### src/rtl/pipeline_hazard_ctrl_pkg.sv
// Shared types for the pipeline stall/flush sequencer: FSM state encoding and
// the per-stage control bundle with its canned decode patterns.
package pipeline_hazard_ctrl_pkg;

    typedef enum logic [1:0] {
        ST_RUN      = 2'd0,
        ST_MEM_WAIT = 2'd1,
        ST_ERR      = 2'd2
    } state_e;

    // Field order fixes the bundle bit positions, MSB first.
    typedef struct packed {
        logic pc_en;
        logic pc_redirect;
        logic ifid_en;
        logic ifid_flush;
        logic idex_en;
        logic idex_flush;
        logic exmem_en;
        logic memwb_en;
    } ctrl_t;

    localparam ctrl_t CTRL_RESET = '{
        pc_en: 1'b0, pc_redirect: 1'b0, ifid_en: 1'b0, ifid_flush: 1'b1,
        idex_en: 1'b0, idex_flush: 1'b1, exmem_en: 1'b0, memwb_en: 1'b0
    };

    localparam ctrl_t CTRL_HOLD = '{
        pc_en: 1'b0, pc_redirect: 1'b0, ifid_en: 1'b0, ifid_flush: 1'b0,
        idex_en: 1'b0, idex_flush: 1'b0, exmem_en: 1'b0, memwb_en: 1'b0
    };

    localparam ctrl_t CTRL_REDIRECT = '{
        pc_en: 1'b1, pc_redirect: 1'b1, ifid_en: 1'b1, ifid_flush: 1'b1,
        idex_en: 1'b1, idex_flush: 1'b1, exmem_en: 1'b1, memwb_en: 1'b1
    };

    // The ID/EX register is enabled but the flush makes it take the bubble.
    localparam ctrl_t CTRL_LOAD_USE = '{
        pc_en: 1'b0, pc_redirect: 1'b0, ifid_en: 1'b0, ifid_flush: 1'b0,
        idex_en: 1'b1, idex_flush: 1'b1, exmem_en: 1'b1, memwb_en: 1'b1
    };

    localparam ctrl_t CTRL_NORMAL = '{
        pc_en: 1'b1, pc_redirect: 1'b0, ifid_en: 1'b1, ifid_flush: 1'b0,
        idex_en: 1'b1, idex_flush: 1'b0, exmem_en: 1'b1, memwb_en: 1'b1
    };

endpackage

### src/rtl/pipeline_hazard_ctrl_sat_counter.sv
// Saturating up-counter with synchronous clear; clear wins over increment.
module sat_counter #(
    parameter int W = 16
) (
    input  logic         clk,
    input  logic         rst_n,
    input  logic         clr,
    input  logic         inc,
    output logic [W-1:0] q
);

    logic [W-1:0] cnt_q;
    logic [W-1:0] cnt_d;

    // NOTE: every always_comb output gets a default first so no path can infer a latch.
    always_comb begin
        cnt_d = cnt_q;
        if (clr) begin
            cnt_d = '0;
        end else if (inc && (cnt_q != '1)) begin
            cnt_d = cnt_q + 1'b1;
        end
    end

    // NOTE: reset is synchronous here, so rst_n is only sampled inside the clocked block.
    always_ff @(posedge clk) begin
        if (!rst_n) begin
            cnt_q <= '0;
        end else begin
            cnt_q <= cnt_d;
        end
    end

    assign q = cnt_q;

endmodule

### src/rtl/pipeline_hazard_ctrl.sv
// Stall/flush sequencer for the 5-stage pipeline: priority decode of memory
// freeze, branch redirect and load-use hazard, plus a memory-timeout FSM.
module pipeline_hazard_ctrl
    import pipeline_hazard_ctrl_pkg::*;
#(
    parameter int MEM_TIMEOUT = 64,
    parameter int CNT_W       = 16
) (
    input  logic             clk,
    input  logic             rst_n,
    input  logic             load_hazard,
    input  logic             branch_taken,
    input  logic             dmem_req,
    input  logic             dmem_ready,
    input  logic             cnt_clr,
    output logic             pc_en,
    output logic             pc_redirect,
    output logic             ifid_en,
    output logic             ifid_flush,
    output logic             idex_en,
    output logic             idex_flush,
    output logic             exmem_en,
    output logic             memwb_en,
    output logic             mem_err,
    output logic [CNT_W-1:0] stall_cnt,
    output logic [CNT_W-1:0] flush_cnt,
    output logic [CNT_W-1:0] freeze_cnt
);

    localparam int                WAIT_W    = $clog2(MEM_TIMEOUT) + 1;
    localparam logic [WAIT_W-1:0] WAIT_ONE  = WAIT_W'(1);
    localparam logic [WAIT_W-1:0] WAIT_LAST = WAIT_W'(MEM_TIMEOUT - 1);

    state_e            state_q;
    state_e            state_d;
    logic [WAIT_W-1:0] wait_cnt_q;
    logic [WAIT_W-1:0] wait_cnt_d;
    logic              mem_err_q;
    logic              mem_err_d;

    ctrl_t             ctrl;
    logic              freeze;
    logic              do_redirect;
    logic              do_load_use;

    assign freeze = dmem_req & ~dmem_ready & (state_q != ST_ERR);

    // Mealy output decode: ERR > freeze > redirect > load-use > normal.
    always_comb begin
        ctrl        = CTRL_NORMAL;
        do_redirect = 1'b0;
        do_load_use = 1'b0;
        if (!rst_n) begin
            ctrl = CTRL_RESET;
        end else if (state_q == ST_ERR) begin
            ctrl = CTRL_HOLD;
        end else if (freeze) begin
            ctrl = CTRL_HOLD;
        end else if (branch_taken) begin
            ctrl        = CTRL_REDIRECT;
            do_redirect = 1'b1;
        end else if (load_hazard) begin
            ctrl        = CTRL_LOAD_USE;
            do_load_use = 1'b1;
        end
    end

    // A dropped request or a ready both end the wait; the stage advances the same cycle.
    always_comb begin
        state_d    = state_q;
        wait_cnt_d = wait_cnt_q;
        mem_err_d  = mem_err_q;
        case (state_q)
            ST_RUN: begin
                if (freeze) begin
                    state_d    = ST_MEM_WAIT;
                    wait_cnt_d = WAIT_ONE;
                end
            end
            ST_MEM_WAIT: begin
                if (freeze) begin
                    wait_cnt_d = wait_cnt_q + 1'b1;
                    if (wait_cnt_q == WAIT_LAST) begin
                        state_d   = ST_ERR;
                        mem_err_d = 1'b1;
                    end
                end else begin
                    state_d    = ST_RUN;
                    wait_cnt_d = '0;
                end
            end
            ST_ERR: begin
                state_d = ST_ERR;
            end
            default: begin
                state_d    = ST_RUN;
                wait_cnt_d = '0;
            end
        endcase
    end

    // NOTE: sequential state uses non-blocking assignments so every flop samples pre-edge values.
    always_ff @(posedge clk) begin
        if (!rst_n) begin
            state_q    <= ST_RUN;
            wait_cnt_q <= '0;
            mem_err_q  <= 1'b0;
        end else begin
            state_q    <= state_d;
            wait_cnt_q <= wait_cnt_d;
            mem_err_q  <= mem_err_d;
        end
    end

    sat_counter #(.W(CNT_W)) u_stall_cnt (
        .clk   (clk),
        .rst_n (rst_n),
        .clr   (cnt_clr),
        .inc   (do_load_use),
        .q     (stall_cnt)
    );

    sat_counter #(.W(CNT_W)) u_flush_cnt (
        .clk   (clk),
        .rst_n (rst_n),
        .clr   (cnt_clr),
        .inc   (do_redirect),
        .q     (flush_cnt)
    );

    sat_counter #(.W(CNT_W)) u_freeze_cnt (
        .clk   (clk),
        .rst_n (rst_n),
        .clr   (cnt_clr),
        .inc   (freeze),
        .q     (freeze_cnt)
    );

    assign pc_en       = ctrl.pc_en;
    assign pc_redirect = ctrl.pc_redirect;
    assign ifid_en     = ctrl.ifid_en;
    assign ifid_flush  = ctrl.ifid_flush;
    assign idex_en     = ctrl.idex_en;
    assign idex_flush  = ctrl.idex_flush;
    assign exmem_en    = ctrl.exmem_en;
    assign memwb_en    = ctrl.memwb_en;
    assign mem_err     = mem_err_q;

endmodule

### config.mk
export PLATFORM = sky130hd
export DESIGN_NAME = pipeline_hazard_ctrl
export DESIGN_NICKNAME = d
export VERILOG_FILES = /design/src/rtl/pipeline_hazard_ctrl_pkg.sv /design/src/rtl/pipeline_hazard_ctrl_sat_counter.sv /design/src/rtl/pipeline_hazard_ctrl.sv
export SDC_FILE = /design/constraint.sdc
export NUM_CORES = 1
export LEC_CHECK = 0
export ABC_CLOCK_PERIOD_IN_PS = 2140
export CAP_MARGIN = 20
export CORE_ASPECT_RATIO = 0.5
export CORE_MARGIN = 10
export CORE_UTILIZATION = 52
export CTS_CLUSTER_DIAMETER = 200
export CTS_CLUSTER_SIZE = 14
export DETAILED_ROUTE_END_ITERATION = 7
export MAX_ROUTING_LAYER = met4
export PLACE_DENSITY = 0.86
export SETUP_SLACK_MARGIN = 0.4
export SYNTH_ARGS = -nofsm -noshare
export SYNTH_HDL_FRONTEND = slang
export SYNTH_SLANG_ARGS = --single-unit
### constraint.sdc
create_clock -name clk -period 2.14 [get_ports clk]
set_input_delay 0.214 -clock clk [delete_from_list [all_inputs] [get_ports clk]]
set_output_delay 0.214 -clock clk [all_outputs]
set_load 0.005 [all_outputs]
==> flow_summary_export.csv <==
group,metric,value,unit
cts,cts.sinks,58,
critical_path,end_kind,"output port",
detailed_routing,drt-vias-per-instance,6.56,
power_and_ir_drop,power_density,557,nW/um^2
detailed_routing,drt_iter0_drc,469,
global_route,grt_pass1_vias,3209,
detailed_routing,drc,0,
cts,cts_tree,"yes",
sta,finalHoldViolCount,0,
power_and_ir_drop,switching_power,615,uW
synth,yosysTopAreaCell,"dfxtp_1",
power_and_ir_drop,p_int,2.08,mW
critical_path,cp-startpoint,"state_q[0]",
floorplanning,die_w,131,microns
sta,postLayoutSetupSlackWorst,0.355,ns
sta,fmax,560,MHz
synth,synth_compound_area_share,18.0,%
hold_path,hold_path.class,"flop to flop",
global_route,groute.usage.overall,20.2,%
synth,synth-seq-cells,58,
detailed_routing,wl_met1,4840,microns
global_route,overflow,0,
synth,synth_cell_type_count,52,
synth,synthAdderAreaFrac,1.55,%
sta,clock_skew,0.00801,ns
place,dp_hpwl,6300,microns
synth,synth_area_per_cell,8.23,sq um
synth,yosysTopAreaCellShare,36.0,%
cts,clkTransAtPathRegs,0.05,ns
power_and_ir_drop,leakagePower,1.59,nW
critical_path,critPathRequiredTime,1.93,ns
global_route,grt_max_degree,33,
global_route,grt_first_pass_wirelength,16100,microns
synth,yosysWarnings,0,
place,port_buffers,63,
power_and_ir_drop,p_comb_share,6.8,%
sta,rsz0062_at_grt,"true",
final_layout,post-route-util,80.2,%
synth,synth_mux_area_share,4.07,%
detailed_routing,vias,3825,
sta,setup_viol,0,
detailed_routing,wl_met3,1020,microns
floorplanning,io_pins,64,
place,gp_congestion,0.919,
place,dp_cells,541,
place,dp_slack,-0.0867,ns
synth,synth_top_family_by_area,"simple AND/OR/NAND/NOR gates",
sta,fin_crit,1.79,ns
synth,ys.flop_type,"dfxtp_1",
power_and_ir_drop,power,2.70,mW
hold_path,min_from,"mem_err",
critical_path,rr_startpoint,"u_freeze_cnt.q[5]",
cts,cts_made_buffers,9,
floorplanning,core-area,6030,sq um
cts,root_buffer,"clkbuf_16",
status,status,"finished, final reports clean",
detailed_routing,antenna_left,0,
final_layout,drive_gt1_share,26.9,%
critical_path,path_class,"flop to output port",
cts,clock_latency,0.34,ns
power_and_ir_drop,vdd_drop_max,458,uV
job,cap_viol_max_count,0,
sta,worst_hold_slack,0.483,ns
global_route,antenna_found_initial,1,
critical_path,cp_max_fo,4,
detailed_routing,wl_per_cell,20.4,microns
detailed_routing,dr.max_layer_used,"met4",
synth,synth-xor-area-share,1.09,%
final_layout,final_nets,501,
cts,cts_hold_buf,0,
cts,cts_buffer_depth,2,
synth,mappedNetlistNets,403,
floorplanning,dieHeight,75.7,microns
sta,slew_headroom,58.3,%
final_layout,fin_cells,583,
detailed_routing,dr.pass1.iters,8,
synth,syn_area,3220,sq um
critical_path,startpoint_type,"flop",
synth,synth-simple-area-share,34.8,%
synth,synthCells,392,
detailed_routing,dr_wl_met2,5640,microns
sta,maxSlewViolCount,0,
floorplanning,die_area,9940,sq um
final_layout,area_growth_syn_to_layout,50.1,%
synth,yosys-top-cells-area,"dfxtp_1 36%, nand2_1 4.4%, nand3_1 4.0%",
floorplanning,rows,20,
floorplanning,initial_utilization,53.5,%
sta,finalCritPeriodShare,83.4,%
detailed_routing,routed_wl,11900,microns
cts,h-tree-depth,3,
synth,synth_edf_count,0,
synth,async_flop_share,0,%
synth,ys_seq_area_share,36.0,%
sta,tightest_slew,0.621,ns
power_and_ir_drop,p_sw_share,22.8,%
power_and_ir_drop,p_clk_share,53.1,%
critical_path,arrival,1.57,ns
power_and_ir_drop,seq_power_share,40.1,%
==> stage by stage <==
stage / TNS [ns] / cell area [sq um]
after detailed placement: -0.214 / 4080
after floorplan: 0 / 3240
after global routing: 0 / 4840
after global placement: 0 / 4080
after CTS: 0 / 4570
final: 0 / 4840
==> cell usage in the layout (no fill, tap or decap), types with 3 or more instances in the layout <==
master and count:
buf_12 3, a21oi_2 5, nand2_1 38, dlygate4sd2_1 11, nand2b_1 12, or3_4 3, buf_4 39, clkdlybuf4s50_1 51
dfxtp_4 9, a31o_2 4, o21ai_0 12, dfxtp_1 39, or4_4 5, nor2_1 11, or4_1 12, a21oi_1 20
nand3_2 4, or3_1 5, clkbuf_16 9, buf_6 7, nand3_1 22, dfxtp_2 10, a31oi_1 9, o31ai_1 15
o21a_1 4, and4_1 5, xor2_1 3, inv_1 8, nor4_2 6, nor3_1 10, nor2b_1 5, nor4_1 12
nand4_1 13, mux2i_1 12, and3_1 5, o311ai_0 3
==> what timing repair did <==
action,4_1_cts,5_1_grt
setup endpoints to repair,30,40
resized for setup,44,50
buffers inserted,12,13
pin swaps,7,24
endpoints found under the hold margin,0,0
gates cloned,1,0
==> power groups by stage <==
stage / sequential [mW] / clock (mW) / combinational [mW]
floorplan: 1.11 / 0 / 0.0742
global placement: 1.11 / 0 / 0.147
detailed placement: 1.11 / 0 / 0.151
CTS: 1.09 / 1.42 / 0.162
global route: 1.08 / 1.46 / 0.194
finish: 1.08 / 1.43 / 0.183
==> logic make-up (layout without fill, tap and decap cells) <==
| group | Yosys count | after routing |
|---|---|---|
| mux | 13 | 13 |
| simple gates | 192 | 192 |
| compound gates | 88 | 88 |
| buf+inv | 33 | 135 |
| xor+xnor | 4 | 4 |
| other cells | 0 | 1 |
| fa+ha+maj | 4 | 4 |
| flops | 58 | 58 |
==> cell usage after synthesis, types with 11 or more instances <==
library cell	number
dfxtp_1	58
nand2_1	38
nand3_1	26
a21oi_1	25
nor4_1	20
o31ai_1	16
or4_1	16
nand2b_1	14
clkbuf_1	13
nand4_1	13
mux2i_1	12
nor2_1	12
o21ai_0	12
nor3_1	11
==> layout make-up <==
| cell class | instances | area [sq um] |
|---|---|---|
| antenna | 1 | 2.50 |
| clock buffer | 12 | 246 |
| multi-input combinational | 301 | 2150 |
| clock inverter | 3 | 40.0 |
| sequential | 58 | 1210 |
| inverter | 8 | 30.0 |
| tap | 88 | 110 |
| timing repair buffer | 112 | 1050 |
| fill | 358 | 1190 |
==> registers in the layout, summed over array words and instances, names as in the netlist <==
register / flops
u_flush_cnt.q: 16
u_freeze_cnt.q: 16
u_stall_cnt.q: 16
wait_cnt_q: 7
state_q: 2
mem_err: 1
==> metal layers <==
layer / up-vias / global-route usage, %
met4: 0 / 6.12
li1: 1707 / -
met3: 60 / 5.66
met2: 265 / 33.8
met5: - / -
met1: 1793 / 23.8
==> worst max-delay path: stages (launching register included) <==
cell and delay, ns:
dfxtp_2 0.33, nand2b_4 0.16, nand3_1 0.12, nand2_1 0.10
a31o_2 0.25, dlygate4sd2_1 0.27
==> final timing paths <==
path | cells past startpoint | slack [ns] | to
max | 5 | 0.35 | idex_flush
min | 1 | 0.48 | mem_err
max reg2reg | 4 | 0.36 | u_freeze_cnt.q[13]
min reg2reg | 1 | 0.48 | mem_err
Note: power is estimated with default switching activity, not from simulation.
==> RTL change: new RTL, same settings <==
Encoding of `state_e`: now one-hot (3 bits for 3 states).
--- a/src/rtl/pipeline_hazard_ctrl_pkg.sv
+++ b/src/rtl/pipeline_hazard_ctrl_pkg.sv
@@ -4,6 +4,6 @@
 
-    typedef enum logic [1:0] {
-        ST_RUN      = 2'd0,
-        ST_MEM_WAIT = 2'd1,
-        ST_ERR      = 2'd2
+    typedef enum logic [2:0] {
+        ST_RUN      = 3'b001,
+        ST_MEM_WAIT = 3'b010,
+        ST_ERR      = 3'b100
     } state_e;
Formal check against the unedited RTL: same outputs for any inputs over 10 cycles, from zero or initial values and one cycle with rst_n low; not proved beyond that.
==> RTL change against the unedited design <==
Setup slack worse by 0.18 ns. Via count down 3.9%. First-iteration DRC count up 15%. Sequential cell count up 1. Final area down 3.4%. Highest routed layer unchanged. Clock power down 3%. Clock skew about the same. Synthesized cell count down 5.4%. Area after synthesis down 6.2%. Power down 1.5%. Wire length up 8.9%. Utilization up 3.8 points. Critical endpoint is now u_flush_cnt.q[6].
==> RTL change: results (changes against the unedited design) <==
Synthesis
  • Post-Synthesis Net Count: 382 (-5.2%)
  • Register area share after synthesis: 0.391 (+0.0305)
  • Synth top cells by count: 59 x dfxtp_1, 56 x nor2_1, 33 x xnor2_1, 27 x nand3_1, 24 x nand2_1
  • Synth unique cells: 45 (-13%)
  • Mean Syn Cell Area: 8.15 um2 (-0.90%)
  • Largest cells by area after synthesis: dfxtp_1 39%, xnor2_1 9.6%, nor2_1 7.0%, nand3_1 4.5%, nand4_1 3.7%

Global routing
  • Met1 global-route usage: 0.224 (-0.0136)
  • Vias in the first global route: 3,300 (+2.8%)
  • Grt met2 use: 0.376 (+0.0380)
  • GR Layer Usage met3: 0.0653 (+0.00875)
  • Gr usage total: 0.222 (+0.0197)
  • Antenna violations before repair: 0 (-1)
  • Largest net degree at the start of global routing: 47 (+42%)
  • First-pass GRT wire length: 16.4 mm (+1.8%)

Critical path
  • CP arrival: 2.18 ns (+0.61 ns)
  • Worst Setup SP: state_q[2]
  • Flop2flop setup slack: 0.18 ns (-0.18 ns)
  • Slowest Stage Delay on Critical Path: 0.33 ns (about the same)
  • Worst r2r path cells: 8 (+4)
  • Crit path max fanout: 6 (+2)
  • CP endpoint: u_flush_cnt.q[6]

Route
  • Routed via count: 3,675 (-3.9%)
  • Post-DR vias/cell: 6.77 (+3.2%)
  • Initial drt markers: 538 (+15%)
  • DR WL met2: 6.08 mm (+7.9%)
  • DRT met1 WL: 4.71 mm (-2.7%)
  • Detailed-router iteration count before antenna repair: 6 (-2)
  • Routed len/inst: 23.9 um (+17%)
  • DR WL met3: 1.21 mm (+18%)

Pwr
  • Share of power burned in registers: 0.415 (+0.014)
  • Internal: 0.00204 W (-2.2%)
  • Worst VDD drop: 692 uV (+51%)
  • Leakage power: 1.54 nW (-3.3%)
  • Clock Power: 0.00138 W (-3%)
  • Overall Power: 0.00266 W (-1.5%)

Place
  • Inst Count DP: 510 (-5.7%)
  • Worst slack, placed: -0.0470 ns (+0.0398 ns)
  • RePlAce Congestion: 0.976 (+6.2%)

Timing
  • Hold WS: 0.483 ns (+0.000494 ns)
  • Least-Margin Pin Slew: 0.465 ns (-0.156 ns)
  • Clock skew: 0.00811 ns (+0.0000952 ns)

Worst hold path
  • HP Class: input port to flop
  • Hold path depth: 3 (+2)
  • Hold Path Origin: dmem_req

Clock network
  • H-tree lvl count: 3 (unchanged)
  • Clk Latency, worst-skew pair: 0.34 ns (about the same)

Layout
  • Fill count: 262 (-27%)
  • # diodes: 0 (-1)
  • Layout cells sized above 1: 0.291 (+0.0223)
  • Final #Nets: 477 (-4.8%)
  • Cell area after layout: 4680 um2 (-3.4%)

Outcome
  • Outcome: finished clean
RTL change: cell types whose count changed after synthesis, moves of 9 or more:
cell | unedited run | this run
nor2_1 | 12 | 56
xnor2_1 | 1 | 33
o31ai_1 | 16 | 1
nand2_1 | 38 | 24
or4_1 | 16 | 3
a21oi_1 | 25 | 14
mux2i_1 | 12 | 1
a211oi_1 | 2 | 11
RTL change: cell type report:
type | count | share of cell area
Clock buffer | 13 | 0.0578
Clock inverter | 2 | 0.00214
Inverter | 7 | 0.00615
Multi-Input combinational cell | 286 | 0.448
Sequential cell | 59 | 0.263
Tap cell | 73 | 0.0195
Timing Repair Buffer | 103 | 0.203
RTL change: cell families after synthesis:
kind of cell	share of synthesized area
mux	0.00331
flops	0.391
fa+ha+maj	0.0166
xor+xnor	0.110
buf+inv	0.0381
simple gates	0.331
compound gates	0.111
RTL change: timing repair:
item	4_1_cts	5_1_grt
pin swaps	8	26
buffers inserted	8	9
setup endpoints to repair	41	54
gates cloned	0	1
gates resized for setup	47	87
